### config.mk
export PLATFORM = sky130hd
export DESIGN_NAME = spi_fifo_mm
export DESIGN_NICKNAME = d
export VERILOG_FILES = /design/src/rtl/spi_fifo_mm.sv
export SDC_FILE = /design/constraint.sdc
export NUM_CORES = 1
export LEC_CHECK = 0
export CORE_AREA = 2 2 206 208
export CTS_CLUSTER_SIZE = 30
export DETAILED_ROUTE_END_ITERATION = 7
export DIE_AREA = 0 0 208 210
export PLACE_DENSITY = 0.73
export SETUP_SLACK_MARGIN = 0.02
export SLEW_MARGIN = 10
export SYNTH_ARGS = -nofsm -noshare
export SYNTH_HDL_FRONTEND = slang
export SYNTH_SLANG_ARGS = --single-unit
### constraint.sdc
create_clock -name Clock -period 9.8 [get_ports Clock]
set_input_delay 2.94 -clock Clock [delete_from_list [all_inputs] [get_ports Clock]]
set_output_delay 2.94 -clock Clock [all_outputs]
set_load 0.01 [all_outputs]
### src/rtl/spi_fifo_mm.sv
// Memory-mapped FWFT FIFO between the host bus and the SPI shift engine.
// Host pushes through DATA, the core pops through PopData. STATUS, CTRL and THRESH hold flags, flush and thresholds.
module spi_fifo_mm #(
  parameter int DATA_W     = 32,
  parameter int DEPTH_LOG2 = 4,
  parameter int AF_DEFAULT = 12,
  parameter int AE_DEFAULT = 4
) (
  input  logic              Clock,
  input  logic              Reset,
  input  logic              ChipSelect,
  input  logic [1:0]        Address,
  input  logic              Read,
  input  logic              Write,
  input  logic [31:0]       WriteData,
  output logic [31:0]       ReadData,
  input  logic              Pop,
  output logic [DATA_W-1:0] PopData,
  output logic              Empty,
  output logic              Full,
  output logic              Irq
);
  localparam int DEPTH = 1 << DEPTH_LOG2;
  localparam int CW    = DEPTH_LOG2 + 1;

  typedef logic [DEPTH_LOG2-1:0] ptr_t;
  typedef logic [CW-1:0]         cnt_t;

  logic [DATA_W-1:0] mem_q [DEPTH];
  ptr_t        wp_q, wp_d, rp_q, rp_d;
  cnt_t        count_q, count_d;
  logic        ov_q, ov_d, uf_q, uf_d, irq_q, irq_d;
  logic [3:0]  irq_en_q, irq_en_d;
  logic [7:0]  af_q, af_d, ae_q, ae_d;
  logic [31:0] read_data_q, read_data_d;

  logic        rd_s, push_req_s, ctrl_wr_s, thr_wr_s, flush_s;
  logic        empty_s, full_s, pop_ok_s, push_ok_s, uf_set_s, ov_set_s;
  logic        ae_flag_s, af_flag_s;
  logic [31:0] status_s;

  assign rd_s       = ChipSelect & Read;
  assign push_req_s = ChipSelect & Write & (Address == 2'd0);
  assign ctrl_wr_s  = ChipSelect & Write & (Address == 2'd2);
  assign thr_wr_s   = ChipSelect & Write & (Address == 2'd3);
  assign flush_s    = ctrl_wr_s & WriteData[2];

  assign empty_s   = (count_q == cnt_t'(0));
  assign full_s    = (count_q == cnt_t'(DEPTH));
  assign ae_flag_s = (16'(count_q) <= 16'(ae_q));
  assign af_flag_s = (16'(count_q) >= 16'(af_q));

  // Flush swallows a same-cycle pop entirely; a pop at full frees the slot for a push.
  assign pop_ok_s  = Pop & ~empty_s & ~flush_s;
  assign uf_set_s  = Pop & empty_s & ~flush_s;
  assign push_ok_s = push_req_s & (~full_s | pop_ok_s);
  assign ov_set_s  = push_req_s & ~push_ok_s;

  assign status_s = (32'(count_q) << 5'd16) |
                    {26'd0, uf_q, ov_q, af_flag_s, ae_flag_s, full_s, empty_s};

  always_comb begin
    wp_d        = wp_q;
    rp_d        = rp_q;
    count_d     = count_q;
    ov_d        = ov_q;
    uf_d        = uf_q;
    irq_en_d    = irq_en_q;
    af_d        = af_q;
    ae_d        = ae_q;
    read_data_d = read_data_q;

    if (flush_s) begin
      wp_d    = ptr_t'(0);
      rp_d    = ptr_t'(0);
      count_d = cnt_t'(0);
    end else begin
      if (push_ok_s) wp_d = wp_q + ptr_t'(1);
      else           wp_d = wp_q;
      if (pop_ok_s)  rp_d = rp_q + ptr_t'(1);
      else           rp_d = rp_q;
      if (push_ok_s && !pop_ok_s)      count_d = count_q + cnt_t'(1);
      else if (pop_ok_s && !push_ok_s) count_d = count_q - cnt_t'(1);
      else                             count_d = count_q;
    end

    // Sticky set wins over a coincident write-1-to-clear.
    if (ov_set_s)                         ov_d = 1'b1;
    else if (ctrl_wr_s && WriteData[0])   ov_d = 1'b0;
    else                                  ov_d = ov_q;
    if (uf_set_s)                         uf_d = 1'b1;
    else if (ctrl_wr_s && WriteData[1])   uf_d = 1'b0;
    else                                  uf_d = uf_q;

    if (ctrl_wr_s) irq_en_d = WriteData[11:8];
    else           irq_en_d = irq_en_q;
    if (thr_wr_s) begin
      af_d = WriteData[23:16];
      ae_d = WriteData[7:0];
    end else begin
      af_d = af_q;
      ae_d = ae_q;
    end

    if (rd_s) begin
      case (Address)
        2'd0:    read_data_d = 32'd0;
        2'd1:    read_data_d = status_s;
        2'd2:    read_data_d = {20'd0, irq_en_q, 8'd0};
        2'd3:    read_data_d = {8'd0, af_q, 8'd0, ae_q};
        default: read_data_d = 32'd0;
      endcase
    end else begin
      read_data_d = read_data_q;
    end

    irq_d = |(irq_en_q & {ae_flag_s, af_flag_s, uf_q, ov_q});
  end

  always_ff @(posedge Clock or posedge Reset) begin
    if (Reset) begin
      wp_q        <= ptr_t'(0);
      rp_q        <= ptr_t'(0);
      count_q     <= cnt_t'(0);
      ov_q        <= 1'b0;
      uf_q        <= 1'b0;
      irq_q       <= 1'b0;
      irq_en_q    <= 4'd0;
      af_q        <= 8'(AF_DEFAULT);
      ae_q        <= 8'(AE_DEFAULT);
      read_data_q <= 32'd0;
    end else begin
      wp_q        <= wp_d;
      rp_q        <= rp_d;
      count_q     <= count_d;
      ov_q        <= ov_d;
      uf_q        <= uf_d;
      irq_q       <= irq_d;
      irq_en_q    <= irq_en_d;
      af_q        <= af_d;
      ae_q        <= ae_d;
      read_data_q <= read_data_d;
    end
  end

  // Storage has no reset; only pointers and count define its contents.
  always_ff @(posedge Clock) begin
    if (push_ok_s) mem_q[wp_q] <= WriteData[DATA_W-1:0];
  end

  assign PopData  = mem_q[rp_q];
  assign ReadData = read_data_q;
  assign Empty    = empty_s;
  assign Full     = full_s;
  assign Irq      = irq_q;
endmodule

==> summary.md <==
| Metric | Value |
|---|---|
| Status | `finished, final reports clean` |
| DP HPWL | `29350 µm` |
| H-tree levels | `2` |
| CORE AREA | `41480 µm²` |
| RSZ-0062 raised after global routing | `false` |
| Finish-stage setup viols | `0` |
| Async SR Flop Fraction | `9.859%` |
| Slew Limit Headroom | `16.46%` |
| Final Skew | `0.01066 ns` |
| Sequential cell area | `16790 µm²` |
| Multi-input logic area | `5544 µm²` |
| Clock latency at the later pin of the worst-skew pair | `0.59 ns` |
| Worst min-delay path class | `reg2reg` |
| Final period util | `67.46%` |
| Gr ovfl total | `0` |
| Worst EP arrival | `3.67 ns` |
| Std-Cell Rows | `75` |
| Leakage Power | `8.780 nW` |
| Syn-to-layout area delta | `14.86%` |
| Yosys cell types | `54` |
| First-pass GRT wire length | `73950 µm` |
| Yosys reg bits | `568` |
| Largest net degree at the start of global routing | `95` |
| Max-cap viol count | `0` |
| WL final | `48950 µm` |
| Top FF cell, synth | `edfxtp_1` |
| I/O pin count | `107` |
| EDFF count, synth | `512` |
| Hold slack | `0.4711 ns` |
| Clk buf depth | `3` |
| Achievable clock frequency | `151.3 MHz` |
| Simple-Gate Fraction of Synth Area | `2.855%` |
| Syn. warnings | `0` |
| Post-Syn Instances | `1257` |
| Slew Limit Fails | `0` |
| GRT Total Usage | `22.65%` |
| Initial core utilization | `54.41%` |
| Worst Path Max Fanout | `51` |
| I/O Buffers | `94` |
| 1st-pass router iterations | `5` |
| Hold-fix buffers at CTS | `0` |
| Critical path class | `reg2out` |
| Top cell type's share of synthesized area | `68.13%` |
| Die height | `210 µm` |
| Postcts setup bufs | `0` |
| Reg clk slew, reported paths | `0.06 ns` |
| Tightest Pin Transition | `1.250 ns` |
| Sink Count | `568` |
| DR vias/cell | `6.130` |
| Root Buffer | `clkbuf_16` |
| Cell Area, Synth | `22570 µm²` |
| Crit start category | `flip-flop` |
| Worst path required time | `6.86 ns` |
| Vias | `11870` |
| Cell taking the most area after synthesis | `edfxtp_1` |
| Resize count post-CTS | `0` |
| Min Tclk post-route | `6.611 ns` |
| Vias in the first global route | `11950` |
| Initial antenna violation count | `0` |
| Fillers | `2868` |
| Kind of end point of the critical path | `output port` |
| Power Dens Cells | `272.8 nW/µm²` |
| DRC | `0` |
| Post-synthesis compound-gate area fraction | `5.921%` |
| WL per Instance | `25.27 µm` |
| Max VDD drop | `0.2007 mV` |
| Multiplexer share of the synthesized area | `13.57%` |
| Combinational family with the most area after synthesis | `multiplexers` |
| Endpoints failing hold | `0` |
| Share of cells above drive strength 1 | `15.75%` |
| Die X | `208 µm` |
| CTS tree | `built` |
| Avg Cell Area, Syn | `17.95 µm²` |
| DR iter-0 viols | `1094` |
| DIE AREA | `43680 µm²` |
| Inserted Clock Buffers | `55` |
| Final ANT Viol Nets | `0` |
| Fraction of the yosys area taken by sequential cells | `74.35%` |
| XOR/XNOR Fraction of Synth Area | `0.3105%` |
| Synth Area in Adders | `1.142%` |
| Final Wtd Congestion | `0.8058` |
| Dominant cells by area after synthesis | `edfxtp_1, mux4_2, dfrtp_1` |
| Final TNS setup | `0 ns` |
| Nets@finish | `1412` |
final cells by class:
class / instances / share of cell area [%]
clock buffer: 70 / 5.691
inverter: 15 / 0.2172
sequential: 568 / 64.77
antenna: 1 / 0.009654
timing repair buffer: 103 / 3.939
tap: 539 / 2.602
clock inverter: 32 / 1.385
multi-input combinational: 609 / 21.39
synthesized netlist by cell type (3+ instances only):
library cell,number
o21ai_1,20
dfstp_2,3
nor2_1,26
inv_1,14
nand2_1,78
nor4_1,3
xnor2_1,5
buf_1,9
a21oi_1,42
buf_4,13
mux2_2,33
a22o_1,9
mux2i_1,106
nand2b_1,9
edfxtp_1,512
clkbuf_1,35
a221oi_1,32
buf_2,19
ha_1,19
xor2_1,3
nor3_1,5
nand3_1,6
mux2_1,14
a22oi_1,34
mux4_2,64
o21ai_0,60
dfrtp_1,53
cells by family (layout without fill, tap and decap cells):
| kind of cell | count (synthesis) | count (layout) |
|---|---|---|
| multiplexers | 219 | 219 |
| other | 1 | 13 |
| buffers and inverters | 91 | 220 |
| AO/OA/AOI/OAI | 209 | 209 |
| XOR/XNOR | 8 | 8 |
| adder cells (fa/ha/maj) | 20 | 20 |
| flip-flops | 568 | 568 |
| AND/OR/NAND/NOR | 141 | 141 |
cells in the final DEF (no fill, tap or decap), types with 2 or more instances in the layout:
master	count
dfstp_2	3
nor2_1	10
clkinv_1	11
nor3_1	5
ha_1	19
dfrtp_1	50
a32o_1	2
a21oi_1	42
bufinv_16	8
inv_1	13
nor4_1	3
clkinv_2	10
conb_1	12
a22o_1	9
nand2b_1	9
o21ai_1	20
nor2_4	17
o21ai_0	60
a22oi_1	34
clkdlybuf4s50_1	94
buf_4	8
dfrtp_4	2
mux2_4	2
nand3_1	6
clkbuf_16	57
a21o_1	2
clkbuf_1	13
inv_2	2
mux2i_1	106
edfxtp_1	512
mux4_2	64
xnor2_1	5
nand2_1	78
mux2_2	33
mux2_1	14
a221oi_1	32
xor2_1	3
worst paths after layout:
kind,cells after the start,start,slack [ns],to
worst min register to register,2,ae_q[2]$_DFFE_PP1P_,0.47,ae_q[2]$_DFFE_PP1P_
worst max-delay path,7,rp_q[0]$_DFFE_PP0P_,3.19,PopData[26]
worst max register to register,6,count_q[1]$_DFFE_PP0P_,6.23,mem_q[12][12]$_DFFE_PP_
min in group asynchronous,3,Reset,2.88,ReadData[7]$_DFFE_PP0P_
max in group asynchronous,3,Reset,6.37,rp_q[0]$_DFFE_PP0P_
worst min-delay path,2,ae_q[2]$_DFFE_PP1P_,0.47,ae_q[2]$_DFFE_PP1P_
critical path, stage by stage, from the launching register on:
cell,delay (ns)
dfrtp_4,0.61
buf_4,0.73
mux2_2,0.30
o21ai_0,0.08
a21oi_1,0.45
a22oi_1,0.14
nand2_1,0.15
clkdlybuf4s50_1,0.55
through the flow:
step	instances	worst slack, ns	area, µm²	total power [W]	util [%]
after floorplan	1268	4.051	22610	0.004150	-
after global placement	1834	2.929	24080	0.004948	58.07
after detailed placement	1834	2.734	24080	0.004973	58.07
after CTS	1936	3.174	25920	0.007103	62.49
after global routing	1936	2.965	25920	0.007364	62.49
final	1937	3.189	25920	0.007071	62.49
report_power, final:
part	total (W)	internal (W)	switching, W	leakage, nW
sequential	0.00285	0.00273	0.000120	5.31
combinational	0.00208	0.000939	0.00114	2.58
clock	0.00214	0.00127	0.000867	0.898
per-layer routing:
metal,up-vias,routed length [µm],global-route usage (%)
met3,70,4067,4.812
met2,482,22360,33.86
met5,-,0,0
met4,0,908,6.285
li1,5186,-,-
met1,6135,21620,34.22
sequential cells by signal, summed over array words and instances, names as in the netlist:
name	cells
ov_q	1
uf_q	1
count_q	5
ae_q	8
mem_q	512
wp_q	4
ReadData	20
irq_en_q	4
af_q	8
rp_q	4
Irq	1
Power figures use the tool's default switching activity.
